==> src/rtl/chipid_fetch_if.sv <==
// Avalon-MM read-only link between chipid_fetch (master) and the chip-ID slave.
interface chipid_fetch_if;
  logic        m_address;
  logic        m_read;
  logic [31:0] m_readdata;
  logic        m_waitrequest;

  modport master (
    output m_address,
    output m_read,
    input  m_readdata,
    input  m_waitrequest
  );

  modport slave (
    input  m_address,
    input  m_read,
    output m_readdata,
    output m_waitrequest
  );
endinterface

==> src/rtl/chipid_fetch.sv <==
// Fetches the 64-bit chip ID (low word at address 0, high word at address 1) and holds it.
// Optional feature macro: CHIPID_FETCH_ZERO_RETRY_EN (retry while the slave returns an all-zero ID).
module chipid_fetch #(
  parameter bit          AUTO_START   = 1'b1,
  parameter int unsigned WAIT_TIMEOUT = 1024,
  parameter int unsigned RETRY_LIMIT  = 15,
  parameter int unsigned RETRY_DELAY  = 64
) (
  input  logic                 clk,
  input  logic                 reset,
  input  logic                 start,
  chipid_fetch_if.master       bus,
  output logic [63:0]          chip_id,
  output logic                 chip_id_valid,
  output logic                 busy,
  output logic                 error
);

  typedef enum logic [2:0] {
    IDLE,
    RD_LO,
    RD_HI,
`ifdef CHIPID_FETCH_ZERO_RETRY_EN
    DELAY,
`endif
    DONE,
    FAIL
  } state_t;

  localparam logic [15:0] WAIT_LAST = 16'(WAIT_TIMEOUT - 1);

  state_t      state, state_nxt;
  logic        auto_pend;
  logic [15:0] wait_cnt, wait_nxt;
  logic [31:0] lo_reg;
  logic        lo_ld, id_ld, go;

`ifdef CHIPID_FETCH_ZERO_RETRY_EN
  localparam logic [7:0]  RETRY_MAX = 8'(RETRY_LIMIT);
  localparam logic [15:0] DLY_LAST  = 16'(RETRY_DELAY - 1);
  logic [7:0]  retry_cnt, retry_nxt;
  logic [15:0] dly_cnt, dly_nxt;
`else
  logic unused_retry_cfg;
  assign unused_retry_cfg = (RETRY_LIMIT != 0) ^ (RETRY_DELAY != 0);
`endif

  // AUTO_START makes the first cycle after reset behave like a start pulse.
  assign go = start | auto_pend;

  always_comb begin
    state_nxt = state;
    wait_nxt  = '0;
    lo_ld     = 1'b0;
    id_ld     = 1'b0;
`ifdef CHIPID_FETCH_ZERO_RETRY_EN
    retry_nxt = retry_cnt;
    dly_nxt   = dly_cnt;
`endif
    case (state)
      IDLE, DONE, FAIL: begin
        if (go) begin
          state_nxt = RD_LO;
`ifdef CHIPID_FETCH_ZERO_RETRY_EN
          retry_nxt = '0;
`endif
        end
      end
      RD_LO: begin
        if (!bus.m_waitrequest) begin
          lo_ld     = 1'b1;
          state_nxt = RD_HI;
        end else if (wait_cnt == WAIT_LAST) begin
          state_nxt = FAIL;
        end else begin
          wait_nxt = wait_cnt + 16'd1;
        end
      end
      RD_HI: begin
        if (!bus.m_waitrequest) begin
          id_ld = 1'b1;
`ifdef CHIPID_FETCH_ZERO_RETRY_EN
          if ({bus.m_readdata, lo_reg} != 64'd0) begin
            state_nxt = DONE;
          end else if (retry_cnt < RETRY_MAX) begin
            state_nxt = DELAY;
            retry_nxt = retry_cnt + 8'd1;
            dly_nxt   = DLY_LAST;
          end else begin
            state_nxt = FAIL;
          end
`else
          state_nxt = DONE;
`endif
        end else if (wait_cnt == WAIT_LAST) begin
          state_nxt = FAIL;
        end else begin
          wait_nxt = wait_cnt + 16'd1;
        end
      end
`ifdef CHIPID_FETCH_ZERO_RETRY_EN
      DELAY: begin
        if (dly_cnt == 16'd0) state_nxt = RD_LO;
        else                  dly_nxt   = dly_cnt - 16'd1;
      end
`endif
      default: state_nxt = IDLE;
    endcase
  end

  // All outputs are registered from the next-state decode so the slave inputs never reach them combinationally.
  always_ff @(posedge clk) begin
    if (reset) begin
      state         <= IDLE;
      auto_pend     <= AUTO_START;
      wait_cnt      <= '0;
      bus.m_read    <= 1'b0;
      bus.m_address <= 1'b0;
      chip_id       <= '0;
      chip_id_valid <= 1'b0;
      busy          <= 1'b0;
      error         <= 1'b0;
`ifdef CHIPID_FETCH_ZERO_RETRY_EN
      retry_cnt     <= '0;
      dly_cnt       <= '0;
`endif
    end else begin
      state         <= state_nxt;
      auto_pend     <= 1'b0;
      wait_cnt      <= wait_nxt;
      bus.m_read    <= (state_nxt == RD_LO) || (state_nxt == RD_HI);
      bus.m_address <= (state_nxt == RD_HI);
      chip_id_valid <= (state_nxt == DONE);
      error         <= (state_nxt == FAIL);
`ifdef CHIPID_FETCH_ZERO_RETRY_EN
      busy          <= (state_nxt == RD_LO) || (state_nxt == RD_HI) || (state_nxt == DELAY);
      retry_cnt     <= retry_nxt;
      dly_cnt       <= dly_nxt;
`else
      busy          <= (state_nxt == RD_LO) || (state_nxt == RD_HI);
`endif
      if (id_ld) chip_id <= {bus.m_readdata, lo_reg};
    end
  end

  always_ff @(posedge clk) begin
    if (lo_ld && !reset) lo_reg <= bus.m_readdata;
  end

endmodule

==> src/flat_wrapper.sv <==
// flat-port wrapper written by rule: the top's interface ports become plain ports
module chipid_fetch_flat 
#(
  parameter bit          AUTO_START   = 1'b1,
  parameter int unsigned WAIT_TIMEOUT = 1024,
  parameter int unsigned RETRY_LIMIT  = 15,
  parameter int unsigned RETRY_DELAY  = 64
)
  (clk, reset, start, chip_id, chip_id_valid, busy, error, bus_m_address, bus_m_read, bus_m_readdata, bus_m_waitrequest);
  chipid_fetch_if bus_i ();
  input  logic clk;
  input  logic reset;
  input  logic start;
  output logic [63:0] chip_id;
  output logic chip_id_valid;
  output logic busy;
  output logic error;
  output wire logic [$bits(bus_i.m_address)-1:0] bus_m_address;
  output wire logic [$bits(bus_i.m_read)-1:0] bus_m_read;
  input wire logic [$bits(bus_i.m_readdata)-1:0] bus_m_readdata;
  input wire logic [$bits(bus_i.m_waitrequest)-1:0] bus_m_waitrequest;
  assign bus_m_address = bus_i.m_address;
  assign bus_m_read = bus_i.m_read;
  assign bus_i.m_readdata = bus_m_readdata;
  assign bus_i.m_waitrequest = bus_m_waitrequest;
  chipid_fetch #(.AUTO_START(AUTO_START), .WAIT_TIMEOUT(WAIT_TIMEOUT), .RETRY_LIMIT(RETRY_LIMIT), .RETRY_DELAY(RETRY_DELAY)) u_core (.clk(clk), .reset(reset), .start(start), .bus(bus_i), .chip_id(chip_id), .chip_id_valid(chip_id_valid), .busy(busy), .error(error));
endmodule
==> config.mk <==
export PLATFORM = sky130hd
export DESIGN_NAME = chipid_fetch_flat
export DESIGN_NICKNAME = d
export VERILOG_FILES = /design/src/rtl/chipid_fetch_if.sv /design/src/rtl/chipid_fetch.sv /design/src/flat_wrapper.sv
export SDC_FILE = /design/constraint.sdc
export NUM_CORES = 1
export LEC_CHECK = 0
export BUFFER_PORTS_ARGS = -buffer_cell sky130_fd_sc_hd__buf_4
export CELL_PAD_IN_SITES_DETAIL_PLACEMENT = 0
export CELL_PAD_IN_SITES_GLOBAL_PLACEMENT = 1
export CORE_MARGIN = 1.5
export CORE_UTILIZATION = 43
export DETAILED_ROUTE_END_ITERATION = 12
export GPL_TIMING_DRIVEN = 0
export PLACE_DENSITY_LB_ADDON = 0.1
export RECOVER_POWER = 25
export SYNTH_ARGS = -nofsm -noshare
export SYNTH_HDL_FRONTEND = slang
export SYNTH_SLANG_ARGS = --single-unit
==> constraint.sdc <==
create_clock -name clk -period 5.6 [get_ports clk]
set_input_delay 0 -clock clk [delete_from_list [all_inputs] [get_ports clk]]
set_output_delay 0 -clock clk [all_outputs]
set_load 0.005 [all_outputs]
# Yosys cells after proc, flatten, opt, wreduce, memory -nomap -nowiden

Index checks and enable logic that the tools add are counted.

Register bits: 120
Latch bits: 0
RAM bits: 0
ROM bits: 0
Input port bits: 36
Logic and storage cells: 38
Memories kept: 0

Add/sub/neg operators: 1
Multiply operators: 0
Div/mod/pow operators: 0
Order comparisons: 0
Equality and inequality tests: 9
Shift operators: 0
Mux-type cells: 9
Bitwise operators: 3
Reductions and logical operators: 7

Operator list:

| cell                  | count |
|---|---|
| $add 16x1->16 const B | 1 |
| $eq 16x10->1 const B  | 1 |
| $eq 3x2->1 const B    | 4 |
| $mux 3                | 4 |
| $pmux 3 s3            | 1 |
| $eq 3x1->1 const B    | 2 |
| $eq 3x3->1 const B    | 2 |
| $mux 1                | 4 |
| $reduce_or 4->1       | 1 |
| $logic_not 3->1       | 1 |
| $reduce_or 3->1       | 1 |
| $not 1->1             | 2 |
| $reduce_or 2->1       | 1 |
| $logic_and 1x1->1     | 1 |
| $logic_not 1->1       | 1 |
| $logic_or 1x1->1      | 1 |
| $or 1x1->1            | 1 |

# Depth between registers and ports, before layout

Word-level depth: 6
Gate-level depth with buffers: 7
Gate-level depth less buffers: 5

# Worst setup path before layout

No wires, ideal clock.

Path kind: register -> register
Start point: register u_core.state[1]
End point: register u_core.lo_reg[0], enable pin
Arrival: 2.296 ns
Slack: 2.879 ns
Stages on the path, launching flop included: 4
Buffers on the path: 1
Period minus slack after synthesis: 2.721 ns
Cells stage by stage: dfxtp_1 clkbuf_1 nor4b_1 nor2b_1

Longest elaborated chain between the ends: 3

Ends and longest elaborated chain:

| item                   | RTL line            | text |
|---|---|---|
| from (decl)            | chipid_fetch.sv:32  | `state_t state, state_nxt;` |
| from (signal assigned) | chipid_fetch.sv:128 | `state <= state_nxt;` |
| $eq 3x1->1             | chipid_fetch.sv:60  | `case (state)` |
| $mux 1                 | chipid_fetch.sv:60  |  |
| $logic_and 1x1->1      | chipid_fetch.sv:147 | `if (lo_ld && !reset) lo_reg <= bus.m_readdata;` |
| to (signal assigned)   | chipid_fetch.sv:147 |  |
| to (decl)              | chipid_fetch.sv:35  | `logic [31:0] lo_reg;` |

Every way passes these cells.
A chain may end at the register's enable or synchronous reset.

# Worst setup path in the final report

Start point: register u_core.state[1]
End point: register u_core.lo_reg[12], enable pin

Same word-level chain as after synthesis.

==> results.yml <==
status:
  status: "complete, no violations"
clock_network:
  clk_pin_slew_ps: 50
  cts.path.max_buffers: 2
  cts.sinks: 120
  ctsHtreeMaxLevel: 4
  postCtsResizedCells: 0
  cts_tree: "built"
  clock_insertion_delay_worst_skew_ps: 510
  cts_root_buf: "clkbuf_8"
  numCtsBuffers: 17
timing:
  timing.fmax_ghz: 0.4312
  setup_tns_ps: 0
  finalCriticalPeriod_ps: 2319
  finClkSkew_ps: 10.59
  fin_crit_sh_pct: 41.41
  slew-limit-headroom_pct: 38.11
  slew_viol_final: 0
  worst_slew_pin_slew_ps: 926.4
  rsz0062_at_grt: "false"
  setup_viol: 0
  whs_ps: 24.83
  hold_viol_final: 0
yosys:
  synth_edf_count: 32
  synth_simple_gate_area_share_pct: 19.09
  synth_cell_types: 37
  yosysSeqAreaShare_pct: 64.42
  synth_top_family_by_area: "simple AND/OR/NAND/NOR gates"
  yosys_warnings: 0
  synthAdderAreaFrac_pct: 0.2960
  synth_mux_area_share_pct: 0
  synth_top_flop_cell: "dfxtp_1"
  synthXorXnorAreaFrac_pct: 2.901
  synth-compound-area-share_pct: 10.15
  syn_inst: 434
  syn_avg_cell_area_sq_um: 9.739
  ys_async_sr_fraction_pct: 0
  ys_ff_latch: 120
  syn_nets: 471
  synth_area_sq_um: 4227
power:
  power_per_cell_area_nw_per_um2: 346.2
  p_leak_nw: 2.213
  power.total_mw: 2.093
  ir_drop_v: 0.0001852
job:
  timing.max_cap.violations: 0
detailed_routing:
  totalWireLength_mm: 9.822
  dr.pass1.iters: 4
  avgViaCountPerCell: 4.703
  postRouteAntennaNets: 0
  first_iter_violations: 106
  wl_per_cell_um: 13.33
  drc: 0
  vias: 3466
hold_path:
  hp-start: "bus_m_waitrequest"
  min_path_type: "primary input to flop"
global_routing:
  overflow: 0
  grt_antenna_before_repair: 1
  grt_max_degree: 33
  gr-usage-all-layers_pct: 19.88
  grt_pass1_wl_mm: 15.53
  grt_pass1_vias: 3194
critical_path:
  crit_path_start_kind: "flop"
  worst_ep_required_time_ps: 5730
  crit_start: "u_core.state[1]"
  crit_path_end_kind: "flop"
  crit_fanout: 32
  worst-setup-path-type: "flop to flop"
  reg2reg_from: "u_core.state[1]"
  critical_path_arrival_ps: 2450
die:
  ios: 105
  die_w_um: 102.1
  start_util_pct: 43.85
  dieHeight_um: 102.1
  rows: 36
  coreArea_sq_um: 9639
  die_area_sq_um: 10430
layout:
  syn_to_final_growth_pct: 43.01
  final_util_pct: 62.71
  largest_reg_flops: 64
  nets: 627
  drive_gt1_share_pct: 21.06
  fin_cells: 737
placement:
  globalplace.congestion: 0.8494
  hpwl_mm: 6.668
  port_buffers: 103
  dp_cells: 670
cell usage in the layout, fill, tap and decap left out, types with 2 or more instances in the layout:
cell type	n
clkbuf_16	18
clkbuf_8	5
o21ai_0	3
or4_4	2
edfxtp_1	32
clkbuf_4	39
clkinv_2	4
inv_1	3
xor2_1	3
nor2_1	23
clkbuf_1	42
xnor2_1	11
nor3_1	3
nand3_1	5
dlygate4sd3_1	34
a2bb2oi_1	2
nand4_1	4
nor2b_1	3
dfxtp_1	88
nor4_1	5
or3_1	2
buf_1	2
a21oi_1	66
buf_4	51
nand2_1	133
synth_stat cells, drive strengths merged, types with 4 or more instances:
| library cell | n | area share [%] |
|---|---|---|
| clkbuf | 25 | 2.2 |
| nor2 | 23 | 2.0 |
| nor2b | 5 | 0.80 |
| nor4 | 5 | 0.74 |
| nor3 | 4 | 0.59 |
| xnor2 | 11 | 2.3 |
| dfxtp | 88 | 42 |
| nand3 | 5 | 0.59 |
| buf | 4 | 0.62 |
| a21oi | 66 | 7.8 |
| nand4 | 4 | 0.59 |
| nand2 | 133 | 12 |
| edfxtp | 32 | 23 |
power by group:
group          switching (mW)  internal (mW)  leakage [nW]
Combinational          0.0656         0.0630         0.920
Clock                   0.354          0.685         0.291
Sequential             0.0101          0.915          1.00
Total                   0.429           1.66          2.21
through the flow:
step	setup slack, ps	cell area, sq um
3_3_place_gp	1978	5166
6_report	3281	6045
2_1_floorplan	2879	4227
3_5_place_dp	3332	5174
5_1_grt	3129	6045
4_1_cts	3287	6102
cells by family (layout without fill, tap and decap cells):
family,count (synthesis),after routing
DFF,120,120
xor gates and xnor gates,14,14
buffers and inverters,32,201
AOI/OAI and AO/OA,78,78
and+or+nand+nor,189,189
adders and majority gates,1,1
other,0,1
critical path, cell delays in order, from the launching register on:
cell,delay (ps)
dfxtp_1,290
clkbuf_1,190
nor4b_1,560
nor2b_4,870
final cells by class:
cell class | instances | area (sq um)
antenna | 1 | 2.502
timing repair buffer | 137 | 1054
clock buffer | 26 | 530.5
clock inverter | 6 | 57.56
multi-input combinational | 282 | 1379
sequential | 120 | 2723
tap | 133 | 166.4
inverter | 3 | 11.26
fill | 850 | 3595
buffer | 29 | 121.4
routing by layer:
| metal | part of all wire (%) | up-vias | routed length [um] | global-route usage, % |
|---|---|---|---|---|
| met4 | 1.4 | 0 | 137 | 7.376 |
| met3 | 4.9 | 11 | 484 | 7.250 |
| met1 | 46 | 1592 | 4475 | 24.41 |
| li1 | - | 1776 | - | - |
| met5 | 0 | - | 0 | 0 |
| met2 | 48 | 87 | 4725 | 32.14 |
final timing paths:
kind | cells after the start | to | slack (ps)
setup / recovery | 3 | u_core.lo_reg[12] | 3280
hold / removal | 3 | u_core.chip_id_valid | 20
setup reg to reg | 3 | u_core.lo_reg[12] | 3280
hold reg to reg | 2 | u_core.chip_id[6] | 450
timing repair:
item                                   CTS  global route
setup buffers                            0             0
hold buffers                            34             0
endpoints found under the hold margin   68             0
No activity file was read; power rests on OpenSTA's default activity.
